File: src/rtl/qq_dequeue_reader_if.sv
// -----------------------------------------------------------------------------
// qq_dequeue_reader_if
//
// Purpose: bundles the two data-path faces of the dequeue reader into one
// interface: the quickQueueTop head/dequeue signals and the valid/ready key
// output stream.
//
// Signals:
//   q_data    head key presented by the queue
//   q_empty   queue holds no entries
//   q_busy    queue is reordering, head not yet stable
//   q_deq     one-cycle dequeue pulse toward the queue
//   out_data  dequeued key toward the consumer
//   out_valid out_data holds an unconsumed key
//   out_ready consumer accepts the key this cycle
//
// Modports:
//   master  the reader (drives q_deq and the output stream)
//   slave   the environment (queue plus downstream consumer)
// -----------------------------------------------------------------------------
interface qq_dequeue_reader_if #(
   parameter int DATA_W = 32
);
   logic [DATA_W-1:0] q_data;
   logic              q_empty;
   logic              q_busy;
   logic              q_deq;
   logic [DATA_W-1:0] out_data;
   logic              out_valid;
   logic              out_ready;

   modport master (
      input  q_data,
      input  q_empty,
      input  q_busy,
      output q_deq,
      output out_data,
      output out_valid,
      input  out_ready
   );

   modport slave (
      output q_data,
      output q_empty,
      output q_busy,
      input  q_deq,
      input  out_data,
      input  out_valid,
      output out_ready
   );
endinterface

File: src/rtl/qq_dequeue_reader.sv
// -----------------------------------------------------------------------------
// qq_dequeue_reader
//
// Purpose: on a start command, removes up to `count` keys from the head of a
// quickQueueTop priority queue, one at a time, and forwards each key on a
// valid/ready stream (smallest key first, as the queue orders them). A dequeue
// is never issued while the queue is busy, empty, or while the output register
// still holds an unconsumed key.
//
// Parameters:
//   DATA_W   key width (must match the queue)
//   CNT_W    width of count / drained
//   SETTLE   cycles after a q_deq pulse before q_busy is trusted
//   TIMEOUT  max q_busy-high cycles tolerated in WAIT (timeout build only)
//
// Ports:
//   clk, rst   clock, asynchronous active-high reset
//   start      command strobe (only looked at in IDLE)
//   count      number of keys to drain, latched on an accepted start
//   qif        qq_dequeue_reader_if.master: queue head + output stream
//   busy       FSM is not in IDLE
//   done       one-cycle pulse when a command completes or aborts
//   drained    keys dequeued by the current/last command (saturating)
//   underflow  queue ran empty before count was reached (sticky)
//   timeout    q_busy stuck high in WAIT (sticky, timeout build only)
//
// Build option: define QQ_READER_TIMEOUT_EN to build the WAIT watchdog.
// Without it, timeout is tied low and WAIT waits for q_busy indefinitely.
// -----------------------------------------------------------------------------
module qq_dequeue_reader #(
   parameter int DATA_W  = 32,
   parameter int CNT_W   = 16,
   parameter int SETTLE  = 2,
   parameter int TIMEOUT = 64
) (
   input  logic                 clk,
   input  logic                 rst,
   input  logic                 start,
   input  logic [CNT_W-1:0]     count,
   qq_dequeue_reader_if.master  qif,
   output logic                 busy,
   output logic                 done,
   output logic [CNT_W-1:0]     drained,
   output logic                 underflow,
   output logic                 timeout
);

   typedef enum logic [1:0] {
      IDLE  = 2'd0,
      CHECK = 2'd1,
      WAIT  = 2'd2
   } state_t;

   localparam int SET_W = ($clog2(SETTLE + 1) < 1) ? 1 : $clog2(SETTLE + 1);
   localparam logic [SET_W-1:0] SETTLE_LD = SETTLE[SET_W-1:0];
   localparam logic [SET_W-1:0] SET_ONE   = {{(SET_W-1){1'b0}}, 1'b1};
   localparam logic [CNT_W-1:0] CNT_ONE   = {{(CNT_W-1){1'b0}}, 1'b1};
   localparam logic [CNT_W-1:0] CNT_MAX   = {CNT_W{1'b1}};

   state_t state_reg, state_next;

   logic [CNT_W-1:0]  remaining_reg, remaining_next;
   logic [CNT_W-1:0]  drained_reg,   drained_next;
   logic [SET_W-1:0]  settle_reg,    settle_next;
   logic [DATA_W-1:0] out_data_reg,  out_data_next;
   logic              out_valid_reg, out_valid_next;
   logic              q_deq_reg,     q_deq_next;
   logic              done_reg,      done_next;
   logic              underflow_reg, underflow_next;
   logic              busy_reg,      busy_next;

   // Decoded events of the current cycle
   logic accept;     // non-zero command accepted in IDLE
   logic zero_cmd;   // count == 0 command: done pulse only
   logic underrun;   // CHECK found the queue empty
   logic take;       // CHECK captures the head and dequeues it
   logic wait_exit;  // settle time over and queue stable
   logic abort;      // watchdog expiry in WAIT

   assign accept    = (state_reg == IDLE) && start && (count != '0);
   assign zero_cmd  = (state_reg == IDLE) && start && (count == '0);
   assign underrun  = (state_reg == CHECK) && qif.q_empty;
   // Output register must be free or emptying this very cycle before a new
   // key may be captured, so no key is ever overwritten unconsumed.
   assign take      = (state_reg == CHECK) && !qif.q_empty && !qif.q_busy &&
                      !(out_valid_reg && !qif.out_ready);
   assign wait_exit = (state_reg == WAIT) && (settle_reg == '0) && !qif.q_busy;

`ifdef QQ_READER_TIMEOUT_EN
   localparam int TO_W = ($clog2(TIMEOUT) < 1) ? 1 : $clog2(TIMEOUT);
   localparam logic [TO_W-1:0] TO_LAST = TO_W'(TIMEOUT - 1);
   localparam logic [TO_W-1:0] TO_ONE  = {{(TO_W-1){1'b0}}, 1'b1};

   logic [TO_W-1:0] to_cnt_reg, to_cnt_next;
   logic            timeout_reg, timeout_next;

   // Counts every WAIT cycle with q_busy high (settle phase included); the
   // TIMEOUT-th such cycle aborts the command.
   assign abort = (state_reg == WAIT) && qif.q_busy && (to_cnt_reg == TO_LAST);

   always_comb begin
      to_cnt_next  = to_cnt_reg;
      timeout_next = timeout_reg;
      if (accept)
         timeout_next = 1'b0;
      if (abort)
         timeout_next = 1'b1;
      if (take)
         to_cnt_next = '0;
      else if ((state_reg == WAIT) && qif.q_busy && !abort)
         to_cnt_next = to_cnt_reg + TO_ONE;
   end

   always_ff @(posedge clk or posedge rst) begin
      if (rst) begin
         to_cnt_reg  <= '0;
         timeout_reg <= 1'b0;
      end else begin
         to_cnt_reg  <= to_cnt_next;
         timeout_reg <= timeout_next;
      end
   end

   assign timeout = timeout_reg;
`else
   logic to_unused;
   assign to_unused = TIMEOUT[0];
   assign abort     = 1'b0;
   assign timeout   = 1'b0;
`endif

   // ---------------------------------------------------------------------
   // FSM: state register
   // ---------------------------------------------------------------------
   always_ff @(posedge clk or posedge rst) begin
      if (rst)
         state_reg <= IDLE;
      else
         state_reg <= state_next;
   end

   // ---------------------------------------------------------------------
   // FSM: next-state logic
   // ---------------------------------------------------------------------
   always_comb begin
      state_next = state_reg;
      case (state_reg)
         IDLE: begin
            if (accept)
               state_next = CHECK;
         end
         CHECK: begin
            if (qif.q_empty)
               state_next = IDLE;
            else if (take)
               state_next = WAIT;
         end
         WAIT: begin
            if (abort)
               state_next = IDLE;
            else if (wait_exit)
               state_next = (remaining_reg == '0) ? IDLE : CHECK;
         end
         default: state_next = IDLE;
      endcase
   end

   // ---------------------------------------------------------------------
   // FSM: output / datapath next values (all outputs are registered)
   // ---------------------------------------------------------------------
   always_comb begin
      remaining_next = remaining_reg;
      drained_next   = drained_reg;
      settle_next    = settle_reg;
      out_data_next  = out_data_reg;
      out_valid_next = out_valid_reg;
      underflow_next = underflow_reg;
      q_deq_next     = take;
      busy_next      = (state_next != IDLE);
      done_next      = zero_cmd || underrun || abort ||
                       (wait_exit && (remaining_reg == '0));

      if (accept) begin
         remaining_next = count;
         drained_next   = '0;
         underflow_next = 1'b0;
      end

      if (underrun)
         underflow_next = 1'b1;

      // A transfer empties the register; a same-cycle capture refills it.
      if (out_valid_reg && qif.out_ready)
         out_valid_next = 1'b0;

      if (take) begin
         out_data_next  = qif.q_data;
         out_valid_next = 1'b1;
         remaining_next = remaining_reg - CNT_ONE;
         settle_next    = SETTLE_LD;
         if (drained_reg != CNT_MAX)
            drained_next = drained_reg + CNT_ONE;
      end else if ((state_reg == WAIT) && (settle_reg != '0)) begin
         settle_next = settle_reg - SET_ONE;
      end
   end

   always_ff @(posedge clk or posedge rst) begin
      if (rst) begin
         remaining_reg <= '0;
         drained_reg   <= '0;
         settle_reg    <= '0;
         out_data_reg  <= '0;
         out_valid_reg <= 1'b0;
         q_deq_reg     <= 1'b0;
         done_reg      <= 1'b0;
         underflow_reg <= 1'b0;
         busy_reg      <= 1'b0;
      end else begin
         remaining_reg <= remaining_next;
         drained_reg   <= drained_next;
         settle_reg    <= settle_next;
         out_data_reg  <= out_data_next;
         out_valid_reg <= out_valid_next;
         q_deq_reg     <= q_deq_next;
         done_reg      <= done_next;
         underflow_reg <= underflow_next;
         busy_reg      <= busy_next;
      end
   end

   assign qif.q_deq     = q_deq_reg;
   assign qif.out_data  = out_data_reg;
   assign qif.out_valid = out_valid_reg;
   assign busy          = busy_reg;
   assign done          = done_reg;
   assign drained       = drained_reg;
   assign underflow     = underflow_reg;

endmodule

File: src/flat_wrapper.sv
// flat-port wrapper written by rule: the top's interface ports become plain ports
module qq_dequeue_reader_flat 
#(
   parameter int DATA_W  = 32,
   parameter int CNT_W   = 16,
   parameter int SETTLE  = 2,
   parameter int TIMEOUT = 64
)
  (clk, rst, start, count, busy, done, drained, underflow, timeout, qif_q_data, qif_q_empty, qif_q_busy, qif_q_deq, qif_out_data, qif_out_valid, qif_out_ready);
  qq_dequeue_reader_if #(.DATA_W(DATA_W)) qif_i ();
  input  logic clk;
  input  logic rst;
  input  logic start;
  input  logic [CNT_W-1:0] count;
  output logic busy;
  output logic done;
  output logic [CNT_W-1:0] drained;
  output logic underflow;
  output logic timeout;
  input wire logic [$bits(qif_i.q_data)-1:0] qif_q_data;
  input wire logic [$bits(qif_i.q_empty)-1:0] qif_q_empty;
  input wire logic [$bits(qif_i.q_busy)-1:0] qif_q_busy;
  output wire logic [$bits(qif_i.q_deq)-1:0] qif_q_deq;
  output wire logic [$bits(qif_i.out_data)-1:0] qif_out_data;
  output wire logic [$bits(qif_i.out_valid)-1:0] qif_out_valid;
  input wire logic [$bits(qif_i.out_ready)-1:0] qif_out_ready;
  assign qif_i.q_data = qif_q_data;
  assign qif_i.q_empty = qif_q_empty;
  assign qif_i.q_busy = qif_q_busy;
  assign qif_q_deq = qif_i.q_deq;
  assign qif_out_data = qif_i.out_data;
  assign qif_out_valid = qif_i.out_valid;
  assign qif_i.out_ready = qif_out_ready;
  qq_dequeue_reader #(.DATA_W(DATA_W), .CNT_W(CNT_W), .SETTLE(SETTLE), .TIMEOUT(TIMEOUT)) u_core (.clk(clk), .rst(rst), .start(start), .count(count), .qif(qif_i), .busy(busy), .done(done), .drained(drained), .underflow(underflow), .timeout(timeout));
endmodule
File: config.mk
export PLATFORM = sky130hd
export DESIGN_NAME = qq_dequeue_reader_flat
export DESIGN_NICKNAME = d
export VERILOG_FILES = /design/src/rtl/qq_dequeue_reader_if.sv /design/src/rtl/qq_dequeue_reader.sv /design/src/flat_wrapper.sv
export SDC_FILE = /design/constraint.sdc
export NUM_CORES = 1
export LEC_CHECK = 0
export CELL_PAD_IN_SITES_DETAIL_PLACEMENT = 0
export CELL_PAD_IN_SITES_GLOBAL_PLACEMENT = 1
export CORE_UTILIZATION = 25
export DETAILED_ROUTE_END_ITERATION = 10
export PLACE_DENSITY = 0.61
export SLEW_MARGIN = 20
export SYNTH_ARGS = -nofsm -noshare
export SYNTH_HDL_FRONTEND = slang
export SYNTH_SLANG_ARGS = --single-unit
export TNS_END_PERCENT = 20
File: constraint.sdc
create_clock -name clk -period 3.3 [get_ports clk]
set_clock_uncertainty 0.05 [all_clocks]
set_input_delay 0.66 -clock clk [delete_from_list [all_inputs] [get_ports clk]]
set_output_delay 0.66 -clock clk [all_outputs]
set_load 0.02 [all_outputs]
== Word level (Yosys, flattened, before mapping) ==
Index checks and enable logic that the tools add are counted.

* Input bits: 54
* Logic and storage cells: 63
* Output and inout bits: 54
* Flip-flop bits (word level): 73

* Equal/unequal tests: 3
* Reductions and logical operators: 30
* Multiplexer cells: 17
* Add/sub/neg operators: 3

{| class="wikitable"
|+ Operator list
! kind !! number
|-
| 16-bit two-way mux || 5
|-
| 16-bit zero test || 2
|-
| 16-bit by 1-bit adder with 16-bit output (second input constant) || 1
|-
| 16-bit != test (second input constant) || 1
|-
| 16-bit nonzero test || 1
|-
| 16-bit by 1-bit subtractor with 16-bit output (second input constant) || 1
|-
| 1-bit logical AND || 13
|-
| 2-bit two-way mux || 6
|-
| 2-bit nonzero test || 6
|-
| 2-bit case mux with 3 select lines || 1
|-
| 1-bit two-way mux || 5
|-
| 1-bit zero test || 4
|-
| 2-bit zero test || 2
|-
| 2-bit by 1-bit == test with 1-bit output (second input constant) || 1
|-
| 2-bit == test (second input constant) || 1
|-
| 1-bit logical OR || 2
|-
| 2-bit by 1-bit subtractor with 2-bit output (second input constant) || 1
|}

== Logic depth before layout (Yosys ltp) ==
* Depth in word-level cells: 8
* Gate-level depth with buffers: 10
* Depth with buffers taken out: 7

== Worst setup path after synthesis ==
Ideal clock, no wire load.

* Kind: input port to flip-flop
* Start point: input port qif_q_empty
* End point: register u_core.remaining_reg[4]
* Data required time: 3.126 ns
* Setup slack: 0.985 ns
* Stages: 6
* Library setup time: 0.124 ns
* Buffers on the path: 1
* Arrival: 2.141 ns
* Cells stage by stage: or4b_1 nand2b_4 buf_6 or2_1 o211a_1 a211o_1

* Longest elaborated chain between the ends: 5
* Elaborated cells between the ends (all ways): 6
* Classes of those cells: mux (1); reduce/logical (5)

{| class="wikitable"
|+ RTL lines
! element !! RTL line !! source
|-
| start: declaration || flat_wrapper.sv:21 || <nowiki>input wire logic [$bits(qif_i.q_empty)-1:0] qif_q_empty;</nowiki>
|-
| 1-bit zero test * || qq_dequeue_reader.sv:85 || <nowiki>assign take = (state_reg == CHECK) && !qif.q_empty && !qif.q_busy &&</nowiki>
|-
| 1-bit logical AND * (3 in a row) || qq_dequeue_reader.sv:85 ||
|-
| 16-bit two-way mux / 2-bit nonzero test (equally long branches) || n/a ||
|-
| end signal: assignment || qq_dequeue_reader.sv:220 || <nowiki>remaining_reg <= remaining_next;</nowiki>
|-
| end: declaration || qq_dequeue_reader.sv:62 || <nowiki>logic [CNT_W-1:0] remaining_reg, remaining_next;</nowiki>
|}

Mark *: on every way between the ends. The rest lies on a longest branch, timed or not.
A chain may end at the register's enable or synchronous reset.

== Final worst setup path ==
* Start point: input port qif_q_empty
* End point: register u_core.remaining_reg[7]

The elaborated chain is that of the path after synthesis.

==> out/metrics.cfg <==
[hold_path]
min_path_cells=2
holdCritPathClass=reg -> reg

[cells_and_area]
final_common_cell=nand2_1
antenna_cells=0
largest_reg_flops=32
ff_latch_area_mm2=0.00183
utilization=0.378
area_delta_synth_final_pct=46.3
multi_input_area_mm2=0.00147
nets=540
nFillCells=1343
layout_common_cells=120 x nand2_1, 106 x clkdlybuf4s50_1, 73 x dfrtp_1, 20 x nor2_1, 17 x nand3_1
drive_above_1_share=0.0779

[sta]
worstMarginPinSlew_ns=0.740
min_period_over_period=0.831
rsz0062_at_grt=no
period_minus_slack_ns=2.74
setup_tns_ns=0
slew_headroom=0.503
fmax_mhz=365
final_hold_viol_count=0
finalSetupViolCount=0
final_max_slew_viol_count=0

[route]
viasPerCell=4.59
drtPass1Iterations=4
drt_first_iter_violations=145
wl_per_cell_um=14.3
dr_total_vias=3049
postRouteAntennaNets=0
drt_wl_total_mm=9.52
drc=0

[global_routing]
grt_first_pass_wirelength_mm=15.6
grt_overflow=0
grt_max_degree=74
antenna_found_initial=0
first_global_vias=2981
groute.usage.overall=0.143

[critical_path]
required_ns=3.48
worstSetupStartpointType=input port
endpoint_kind=flop
cp.arrival_ns=2.92
crit_fanout=24
critical_path_class=in -> reg
ff2ff_path_depth=7

[power]
seqPwrFrac=0.361
leakage_uw=0.00218
p_sw_uw=1400
p_per_area_mw_per_mm2=798
pwr-share-comb=0.371
p_sw_frac=0.348
ir_worst_vdd_mv=0.475
clkPwrFrac=0.267
p_int_uw=2620

[cts]
root_buffer=clkbuf_16
clk_latency_ns=0.34
numClockSinks=73
cts_buffer_depth=2
cts_max_level=3
path_clk_slew_ns=0.06
cts_setup_buffers=0
post_cts_resized=0
cts_tree=done
cts_buffers=9
postCtsHoldBufs=0

[synthesis]
synth_nets=431
synth_area_per_cell_um2=9.21
ys_seq_elements=73
yosys_warnings=0
postSynthCellCount=374
ys.flop_type=dfrtp_1
syn_area_mm2=0.00344
ys_types=52
ys_seq_area_frac=0.530
synth-edff-count=0
synthArstFlopShare=1.00

[placed_design]
dp_hpwl_mm=6.67
gp_congestion=0.794
port_buffers=106

[die]
die_height_um=119
die_w_um=119
io_pins=108
core_mm2=0.0133
start_util=0.258
num_rows=42
dieArea_mm2=0.0143

[status]
status=complete, no violations

[run]
max_cap_viol_count=0

## Yosys cell counts (2+ instances only)
| master | count | share of area |
|---|---|---|
| buf_6 | 2 | 0.0065 |
| nor2_1 | 20 | 0.022 |
| nand2b_1 | 2 | 0.0036 |
| ha_1 | 3 | 0.011 |
| nand2_1 | 120 | 0.13 |
| buf_2 | 4 | 0.0058 |
| o21ai_0 | 8 | 0.012 |
| o221a_2 | 2 | 0.0065 |
| clkbuf_1 | 8 | 0.0087 |
| nor4_2 | 2 | 0.0073 |
| nor3_1 | 10 | 0.015 |
| or4_1 | 4 | 0.0087 |
| or2_2 | 2 | 0.0036 |
| o31ai_1 | 2 | 0.0044 |
| inv_1 | 13 | 0.014 |
| dfrtp_1 | 73 | 0.53 |
| a211oi_1 | 2 | 0.0044 |
| xnor2_1 | 6 | 0.015 |
| mux2i_1 | 4 | 0.012 |
| or3_1 | 9 | 0.016 |
| or2_1 | 2 | 0.0036 |
| nand4_1 | 6 | 0.011 |
| nor3b_1 | 2 | 0.0044 |
| nand3_1 | 17 | 0.025 |
| buf_4 | 3 | 0.0065 |
| o211ai_1 | 9 | 0.020 |
| nor4_1 | 6 | 0.011 |
| a21oi_1 | 9 | 0.013 |
## stage by stage
stage	std cells	total power, uW	setup slack (ns)	hold slack (ns)	cell area (um^2)
final	664	4020	0.558	0.422	5040
after global routing	664	4310	0.364	0.446	5040
after CTS	664	4090	0.542	0.426	5040
after detailed placement	648	2980	0.176	0.411	4710
after global placement	648	2960	0.214	0.408	4710
after floorplan	374	2290	0.737	0.414	3440
## worst max-delay path: stages
cell and delay (ns):
clkdlybuf4s50_1 0.54, or4b_1 0.15, nand2b_4 0.30, clkinv_1 0.16
buf_4 0.23, a31oi_1 0.53, a21oi_1 0.08, o221a_2 0.27
## power by group through the flow
stage | combinational (uW) | sequential, uW | clock [uW]
2_1_floorplan | 609 | 1680 | 0
3_3_place_gp | 1500 | 1460 | 0
3_5_place_dp | 1520 | 1460 | 0
4_1_cts | 1520 | 1450 | 1110
5_1_grt | 1640 | 1500 | 1160
6_report | 1490 | 1450 | 1080
## metal layers
metal	global-route usage	wire length [um]	up-vias	part of all wire
met5	0	0	-	0
met4	0.0805	256	0	0.027
met3	0.0283	472	18	0.050
met2	0.217	4330	88	0.46
met1	0.189	4460	1445	0.47
li1	-	-	1498	-
## worst paths after layout
| kind | start | endpoint | slack, ns |
|---|---|---|---|
| max | qif_q_empty | u_core.remaining_reg[7] | 0.56 |
| min | u_core.qif.out_data[9] | u_core.qif.out_data[9] | 0.42 |
| max reg2reg | u_core.state_reg[0] | u_core.remaining_reg[7] | 0.90 |
| min reg2reg | u_core.qif.out_data[9] | u_core.qif.out_data[9] | 0.42 |
| max in group asynchronous | rst | u_core.qif.out_data[16] | 2.19 |
| min in group asynchronous | rst | u_core.qif.out_data[27] | 0.70 |
## logic make-up (layout without fill, tap and decap cells)
family / after synthesis / after routing / share of synthesized area
AND/OR/NAND/NOR: 208 / 208 / 0.281
multiplexers: 5 / 5 / 0.0149
adder cells (fa/ha/maj): 3 / 3 / 0.0109
other: 1 / 1 / 0.00109
buffers and inverters: 30 / 144 / 0.0418
XOR/XNOR: 7 / 7 / 0.0178
AO/OA/AOI/OAI: 47 / 47 / 0.102
flip-flops: 73 / 73 / 0.530
## cell type report
class / instances / area share
Multi-Input combinational cell: 271 / 0.292
Clock buffer: 11 / 0.0501
Clock inverter: 5 / 0.0154
Inverter: 13 / 0.00968
Tap cell: 176 / 0.0437
Timing Repair Buffer: 115 / 0.226
Sequential cell: 73 / 0.362
Power figures use the tool's default switching activity.
